`src/rtl/opl_timer_pkg.sv`:
```
// -----------------------------------------------------------------------------
// opl_timer_pkg
// Shared constants, types and helpers for the OPL-style timer bank.
//   ACC_W      : width of each timer's fractional phase accumulator
//   MAX_TIMERS : largest supported timer count (sizes the rate helper input)
//   RATE_W     : width of one packed TICK_HZ entry
//   timer_mode_e : auto-reload or one-shot behaviour after overflow
//   tick_hz_at : extracts the base tick rate of timer idx from the packed list
// -----------------------------------------------------------------------------
package opl_timer_pkg;

    localparam int unsigned ACC_W      = 32;
    localparam int          MAX_TIMERS = 8;
    localparam int          RATE_W     = 16;

    typedef enum logic {
        MODE_RELOAD  = 1'b0,
        MODE_ONESHOT = 1'b1
    } timer_mode_e;

    // Rates are packed with timer 0 in the least significant entry.
    function automatic logic [RATE_W-1:0] tick_hz_at(
        input logic [MAX_TIMERS*RATE_W-1:0] rates,
        input int                           idx
    );
        return rates[idx*RATE_W +: RATE_W];
    endfunction

endpackage

```
`src/rtl/opl_timer_chan.sv`:
```
// -----------------------------------------------------------------------------
// opl_timer_chan
// One interval timer: fractional phase accumulator producing the base tick,
// up-counter with programmable preset, run enable, reload/one-shot mode and
// the registered one-cycle overflow pulse.
//
// Parameters:
//   CLK_HZ   : system clock frequency in Hz
//   CNT_W    : counter/preset width
//   TICK     : base tick rate of this timer in Hz
//   READBACK : 1 drives the live counter on 'counter', 0 ties it to zero
//
// Ports:
//   clk, rst_n    : clock, asynchronous active-low reset
//   preset_we     : preset write strobe for this timer
//   preset_data   : preset value
//   ctrl_wr       : non-clear control write strobe
//   ctrl_start    : run enable latched on ctrl_wr
//   ctrl_oneshot  : one-shot mode latched on ctrl_wr
//   ovf_event     : combinational, high in the cycle of the overflow tick
//   ovf_pulse     : registered overflow pulse, one cycle after ovf_event
//   counter       : counter value (or zero when READBACK is 0)
// -----------------------------------------------------------------------------
module opl_timer_chan
    import opl_timer_pkg::*;
#(
    parameter int unsigned CLK_HZ   = 50000000,
    parameter int unsigned CNT_W    = 8,
    parameter logic [15:0] TICK     = 16'd3125,
    parameter bit          READBACK = 1'b0
) (
    input  logic             clk,
    input  logic             rst_n,
    input  logic             preset_we,
    input  logic [CNT_W-1:0] preset_data,
    input  logic             ctrl_wr,
    input  logic             ctrl_start,
    input  logic             ctrl_oneshot,
    output logic             ovf_event,
    output logic             ovf_pulse,
    output logic [CNT_W-1:0] counter
);

    localparam logic [ACC_W:0]   CLK_LIM = (ACC_W+1)'(CLK_HZ);
    localparam logic [ACC_W-1:0] CLK_SUB = ACC_W'(CLK_HZ);
    localparam logic [ACC_W:0]   STEP    = (ACC_W+1)'(TICK);
    localparam logic [CNT_W-1:0] CNT_MAX = '1;

    logic [CNT_W-1:0] preset;
    logic [CNT_W-1:0] cnt;
    logic [ACC_W-1:0] acc;
    logic             active;
    timer_mode_e      mode;

    logic [ACC_W:0]   acc_sum;
    logic [ACC_W-1:0] acc_next;
    logic             tick;

    // The accumulator stays below CLK_HZ, so the wrapped difference always
    // fits in ACC_W bits; the extra sum bit only matters for the compare.
    always_comb begin
        acc_sum   = {1'b0, acc} + STEP;
        tick      = active && (acc_sum >= CLK_LIM);
        acc_next  = tick ? (acc_sum[ACC_W-1:0] - CLK_SUB) : acc_sum[ACC_W-1:0];
        ovf_event = tick && (cnt == CNT_MAX);
    end

    // Start edge (active 0->1) only happens when the timer is idle, so it
    // never collides with the running update. A control write while running
    // with start=1 leaves the timer running, even if a one-shot overflow
    // would otherwise stop it.
    always_ff @(posedge clk or negedge rst_n) begin
        if (!rst_n) begin
            preset    <= '0;
            cnt       <= '0;
            acc       <= '0;
            active    <= 1'b0;
            mode      <= MODE_RELOAD;
            ovf_pulse <= 1'b0;
        end else begin
            ovf_pulse <= ovf_event;

            if (active) begin
                acc <= acc_next;
                if (tick) begin
                    if (cnt == CNT_MAX) begin
                        cnt <= preset;
                        if (mode == MODE_ONESHOT) begin
                            active <= 1'b0;
                        end
                    end else begin
                        cnt <= cnt + 1'b1;
                    end
                end
            end

            if (ctrl_wr) begin
                active <= ctrl_start;
                mode   <= ctrl_oneshot ? MODE_ONESHOT : MODE_RELOAD;
                if (ctrl_start && !active) begin
                    cnt <= preset;
                    acc <= '0;
                end
            end

            if (preset_we) begin
                preset <= preset_data;
            end
        end
    end

    assign counter = READBACK ? cnt : '0;

endmodule

```
`src/rtl/opl_timer_bank.sv`:
```
// -----------------------------------------------------------------------------
// opl_timer_bank
// Bank of NUM_TIMERS OPL-style interval timers with sticky flags, per-timer
// IRQ masks and a shared active-low interrupt.
//
// Optional feature: define OPL_TIMER_READBACK_EN to expose each timer's live
// counter on cnt_rd (timer i at [CNT_W*i +: CNT_W]); otherwise cnt_rd is 0.
//
// Parameters: CLK_HZ, NUM_TIMERS (1..8), CNT_W (2..16), TICK_HZ (packed
//             16-bit rates, timer i at [16i+15:16i]).
// Ports:
//   clk, rst_n    : clock, asynchronous active-low reset
//   preset_we     : per-timer preset write strobes, preset_data shared
//   ctrl_we       : control write strobe
//   ctrl_clr      : with ctrl_we, clears flags and releases irq_n
//   ctrl_start    : with ctrl_we & !ctrl_clr, run enables
//   ctrl_mask     : with ctrl_we & !ctrl_clr, IRQ masks (1 = masked)
//   ctrl_oneshot  : with ctrl_we & !ctrl_clr, one-shot modes
//   ovf_pulse     : one-cycle overflow pulses
//   flag          : sticky overflow flags (set regardless of mask)
//   any_flag      : OR of flag
//   irq_n         : active-low interrupt
//   cnt_rd        : packed live counters (readback build only)
// -----------------------------------------------------------------------------
module opl_timer_bank
    import opl_timer_pkg::*;
#(
    parameter int unsigned                 CLK_HZ     = 50000000,
    parameter int unsigned                 NUM_TIMERS = 2,
    parameter int unsigned                 CNT_W      = 8,
    parameter logic [NUM_TIMERS*16-1:0]    TICK_HZ    = {16'd3125, 16'd12500}
) (
    input  logic                        clk,
    input  logic                        rst_n,
    input  logic [NUM_TIMERS-1:0]       preset_we,
    input  logic [CNT_W-1:0]            preset_data,
    input  logic                        ctrl_we,
    input  logic                        ctrl_clr,
    input  logic [NUM_TIMERS-1:0]       ctrl_start,
    input  logic [NUM_TIMERS-1:0]       ctrl_mask,
    input  logic [NUM_TIMERS-1:0]       ctrl_oneshot,
    output logic [NUM_TIMERS-1:0]       ovf_pulse,
    output logic [NUM_TIMERS-1:0]       flag,
    output logic                        any_flag,
    output logic                        irq_n,
    output logic [NUM_TIMERS*CNT_W-1:0] cnt_rd
);

`ifdef OPL_TIMER_READBACK_EN
    localparam bit READBACK = 1'b1;
`else
    localparam bit READBACK = 1'b0;
`endif

    localparam logic [MAX_TIMERS*RATE_W-1:0] TICK_ALL = (MAX_TIMERS*RATE_W)'(TICK_HZ);

    logic                        ctrl_wr;
    logic                        clr_wr;
    logic [NUM_TIMERS-1:0]       ovf_event;
    logic [NUM_TIMERS-1:0]       mask;
    logic                        irq_pend;
    logic [NUM_TIMERS*CNT_W-1:0] cnt_all;

    assign ctrl_wr = ctrl_we && !ctrl_clr;
    assign clr_wr  = ctrl_we && ctrl_clr;

    for (genvar g = 0; g < int'(NUM_TIMERS); g++) begin : g_chan
        opl_timer_chan #(
            .CLK_HZ   (CLK_HZ),
            .CNT_W    (CNT_W),
            .TICK     (tick_hz_at(TICK_ALL, g)),
            .READBACK (READBACK)
        ) u_chan (
            .clk          (clk),
            .rst_n        (rst_n),
            .preset_we    (preset_we[g]),
            .preset_data  (preset_data),
            .ctrl_wr      (ctrl_wr),
            .ctrl_start   (ctrl_start[g]),
            .ctrl_oneshot (ctrl_oneshot[g]),
            .ovf_event    (ovf_event[g]),
            .ovf_pulse    (ovf_pulse[g]),
            .counter      (cnt_all[g*CNT_W +: CNT_W])
        );
    end

    // A clear and an overflow in the same cycle: the overflow wins, so the
    // new event is ORed in after the clear. The IRQ uses the mask in force
    // at the overflow; later mask writes never release a pending IRQ.
    always_ff @(posedge clk or negedge rst_n) begin
        if (!rst_n) begin
            flag     <= '0;
            mask     <= '0;
            irq_pend <= 1'b0;
        end else begin
            flag <= (clr_wr ? '0 : flag) | ovf_event;
            if (clr_wr) begin
                irq_pend <= |(ovf_event & ~mask);
            end else begin
                irq_pend <= irq_pend | (|(ovf_event & ~mask));
            end
            if (ctrl_wr) begin
                mask <= ctrl_mask;
            end
        end
    end

    assign any_flag = |flag;
    assign irq_n    = !irq_pend;
    assign cnt_rd   = cnt_all;

endmodule
```
`config.mk`:
```
export PLATFORM = sky130hd
export DESIGN_NAME = opl_timer_bank
export DESIGN_NICKNAME = d
export VERILOG_FILES = /design/src/rtl/opl_timer_pkg.sv /design/src/rtl/opl_timer_chan.sv /design/src/rtl/opl_timer_bank.sv
export SDC_FILE = /design/constraint.sdc
export NUM_CORES = 1
export LEC_CHECK = 0
export CAP_MARGIN = 20
export CORE_MARGIN = 1
export CORE_UTILIZATION = 35
export DETAILED_ROUTE_END_ITERATION = 7
export RECOVER_POWER = 100
export SYNTH_ARGS = -nofsm -noshare
export SYNTH_HDL_FRONTEND = slang
export SYNTH_SLANG_ARGS = --single-unit
```
`constraint.sdc`:
```
create_clock -name clk -period 4.3 [get_ports clk]
set_clock_uncertainty 0.2 [all_clocks]
set_input_delay 0.645 -clock clk [delete_from_list [all_inputs] [get_ports clk]]
set_output_delay 0.645 -clock clk [all_outputs]
set_load 0.03 [all_outputs]
```
==> run_results.csv <==
group,metric,value,unit
run_status,status,"finished with violations",
run_status,violations,"DRC, capacitance limit, slew limit",
finish,layout_common_cells,"124 x nand2_1, 105 x dfrtp_1, 74 x nor2_1, 74 x o21ai_0, 58 x buf_4",
synth,ys_types,102,
min_path,hold_depth,1,
synth,synth_top_cell_area_share,32.7,%
routing,drt_iter0_markers,536,
synth,avgSynthCellArea,8.26,µm²
die,rows,55,
job,maxCapViolations,1,
worst_setup_path,r2r_cells,12,
die,dieWidth,153,µm
timing,fmax,245,MHz
clock_network,root_buffer,"clkbuf_16",
grt,grt_pass1_wl,35.8,mm
grt,grt_overflow,0,
timing,timing.hold.ws,0.294,ns
clock_network,cts_tree,"built",
clock_network,clk_latency,0.37,ns
synth,synth.yosys.seq_area_share,32.7,%
power_and_ir_drop,leakagePower,3.64,nW
placement,port-buffer-count,25,
timing,period_needed,4.08,ns
synth,ys_warn_count,0,
grt,grt_max_degree,61,
finish,synthToLayoutAreaGrowth,12.6,%
routing,drc,1,
placement,finalWeightedCongestion,0.886,
routing,wl,21.2,mm
die,core_area,0.0226,mm²
finish,design_area,0.00904,mm²
synth,synth_edf_count,0,
synth,synthCells,972,
routing,drt_pass1_iterations,8,
clock_network,path_clk_slew,0.08,ns
synth,synth_xor_area_share,7.85,%
synth,async_reset_ff_share,100,%
worst_setup_path,startpoint_type,"flop",
finish,final_common_cell,"nand2_1",
timing,finalMaxSlewViolations,61,
finish,multi_input_area,0.00497,mm²
timing,fin_tns_setup,0,ns
timing,period_share,95.0,%
die,die_h,153,µm
timing,hold_viol,0,
die,start_util,35.6,%
clock_network,clock_sinks,105,
min_path,holdCritPathClass,"reg2reg",
routing,vias,7283,
timing,worstMarginPinSlew,1.58,ns
placement,hpwl,15.4,mm
finish,ff_latch_area,0.00263,mm²
routing,viasPerCell,5.64,
placement,place_area,0.00873,mm²
clock_network,numCtsBuffers,9,
synth,synth_top_family_by_area,"compound AO/OA/AOI/OAI gates",
power_and_ir_drop,power.total,0.00619,W
synth,synth_flop_cell,"dfrtp_1",
synth,synth_simple_gate_area_share,21.8,%
routing,wire_per_inst,16.4,µm
synth,yosysTopAreaCell,"dfrtp_1",
timing,maxSlewHeadroom,-5.45,%
worst_setup_path,crit_required,4.35,ns
finish,fillCellCount,2279,
synth,syn_area,0.00803,mm²
routing,antenna_left,0,
finish,layout-drive-gt1-share,13.5,%
power_and_ir_drop,ir_worst_vdd,260,µV
synth,synthMuxAreaShare,4.72,%
synth,synth-seq-cells,105,
clock_network,htree_levels,3,
synth,synth_compound_gate_area_share,25.0,%
die,io_pins,42,
worst_setup_path,critPathKind,"reg2reg",
grt,grt_pass1_vias,7058,
finish,n_antenna_cell,0,
worst_setup_path,crit_arrival,4.14,ns
worst_setup_path,crit_path_end_kind,"flop",
grt,track_usage,18.6,%
grt,antenna_found_initial,0,
finish,final_core_util,40.0,%
clock_network,cts.path.max_buffers,2,
synth,synth_area_leaders,"dfrtp_1 33%, nand2_1 5.8%, xnor2_1 5.1%",
clock_network,cts_setup_buffers,0,
worst_setup_path,path_max_fanout,8,
finish,nNetsFinal,1029,
synth,synthAdderAreaFrac,1.39,%
die,die_area,0.0236,mm²
timing,setup_viol,0,
power_and_ir_drop,powerDensity,684,mW/mm²
worst paths after layout:
path | startpoint | slack (ns) | to
min in group asynchronous | rst_n | 0.46 | g_chan[0].u_chan.acc[28]$_DFF_PN0_
setup reg to reg | g_chan[0].u_chan.acc[2]$_DFF_PN0_ | 0.22 | g_chan[0].u_chan.cnt[5]$_DFF_PN0_
hold reg to reg | g_chan[1].u_chan.preset[2]$_DFFE_PN0P_ | 0.29 | g_chan[1].u_chan.cnt[2]$_DFF_PN0_
hold / removal | g_chan[1].u_chan.preset[2]$_DFFE_PN0P_ | 0.29 | g_chan[1].u_chan.cnt[2]$_DFF_PN0_
setup / recovery | g_chan[0].u_chan.acc[2]$_DFF_PN0_ | 0.22 | g_chan[0].u_chan.cnt[5]$_DFF_PN0_
max in group asynchronous | rst_n | 1.40 | g_chan[0].u_chan.acc[13]$_DFF_PN0_
per-stage QoR:
step | cells | worst slack [ns]
2_1_floorplan | 987 | 0.232
3_3_place_gp | 1275 | 0.205
3_5_place_dp | 1275 | 0.0987
4_1_cts | 1291 | 0.0663
5_1_grt | 1291 | -0.0216
6_report | 1291 | 0.217
power breakdown:
group / total [W] / leakage, nW / switching, W / internal, W
combinational: 0.00350 / 2.19 / 0.00195 / 0.00155
sequential: 0.00183 / 1.30 / 0.000491 / 0.00134
clock: 0.000859 / 0.150 / 0.000431 / 0.000428
cell type report:
cell class / instances / share of cell area (%)
multi-input combinational: 775 / 55.0
sequential: 105 / 29.1
timing repair buffer: 87 / 7.70
tap: 285 / 3.94
clock buffer: 10 / 2.64
inverter: 23 / 0.955
clock inverter: 6 / 0.720
cells in the mapped netlist (10+ instances only):
cell type	number
buf_4	20
nand3_1	28
mux2i_1	12
inv_1	23
dfrtp_1	105
buf_2	18
nand2_1	124
nand4_1	10
nor2_1	74
a211oi_1	12
a21oi_1	45
clkbuf_1	40
o22ai_1	10
nor3_1	29
nor4_1	15
o21ai_0	76
xor2_1	25
a21o_1	13
o21a_1	10
xnor2_1	47
mux2_2	23
cells by family (layout without fill, tap and decap cells):
| kind of cell | count (synthesis) | after routing |
|---|---|---|
| and+or+nand+nor | 355 | 355 |
| AOI/OAI and AO/OA | 288 | 288 |
| buffers and inverters | 107 | 126 |
| DFF | 105 | 105 |
| xor gates and xnor gates | 72 | 72 |
| muxes | 35 | 35 |
| adders and majority gates | 9 | 9 |
| other | 1 | 16 |
registers in the layout, summed over array words and instances, names as in the netlist, 2 cells and up:
register and count:
g_chan.u_chan.cnt 16, g_chan.u_chan.preset 16, g_chan.u_chan.active 2, g_chan.u_chan.ovf_pulse 2, g_chan.u_chan.mode 2, mask 2
g_chan.u_chan.acc 62, flag 2
repair_timing:
item,in CTS,in global routing
setup endpoints to repair,0,30
resized for setup,0,8
hold buffers,0,0
per-layer routing:
metal | wire length, µm | up-vias | track usage, % | part of all wire (%)
met5 | 0 | - | 0 | 0
met4 | 349 | 0 | 5.33 | 1.6
met3 | 881 | 30 | 2.69 | 4.2
met2 | 10000 | 167 | 31.1 | 47
met1 | 9930 | 3501 | 24.9 | 47
li1 | - | 3585 | - | -
critical path: stages, from the launching register on:
cell and delay [ns]:
dfrtp_1 0.45, ha_1 0.26, buf_4 0.17, o21a_1 0.21, or3_1 0.38, a2111oi_2 0.39
o2111ai_1 0.16, or4_1 0.47, o311ai_4 0.35, o211ai_2 0.15, nor3_1 0.25, mux2_2 0.35
o22a_1 0.19
No activity file was read; power rests on OpenSTA's default activity.
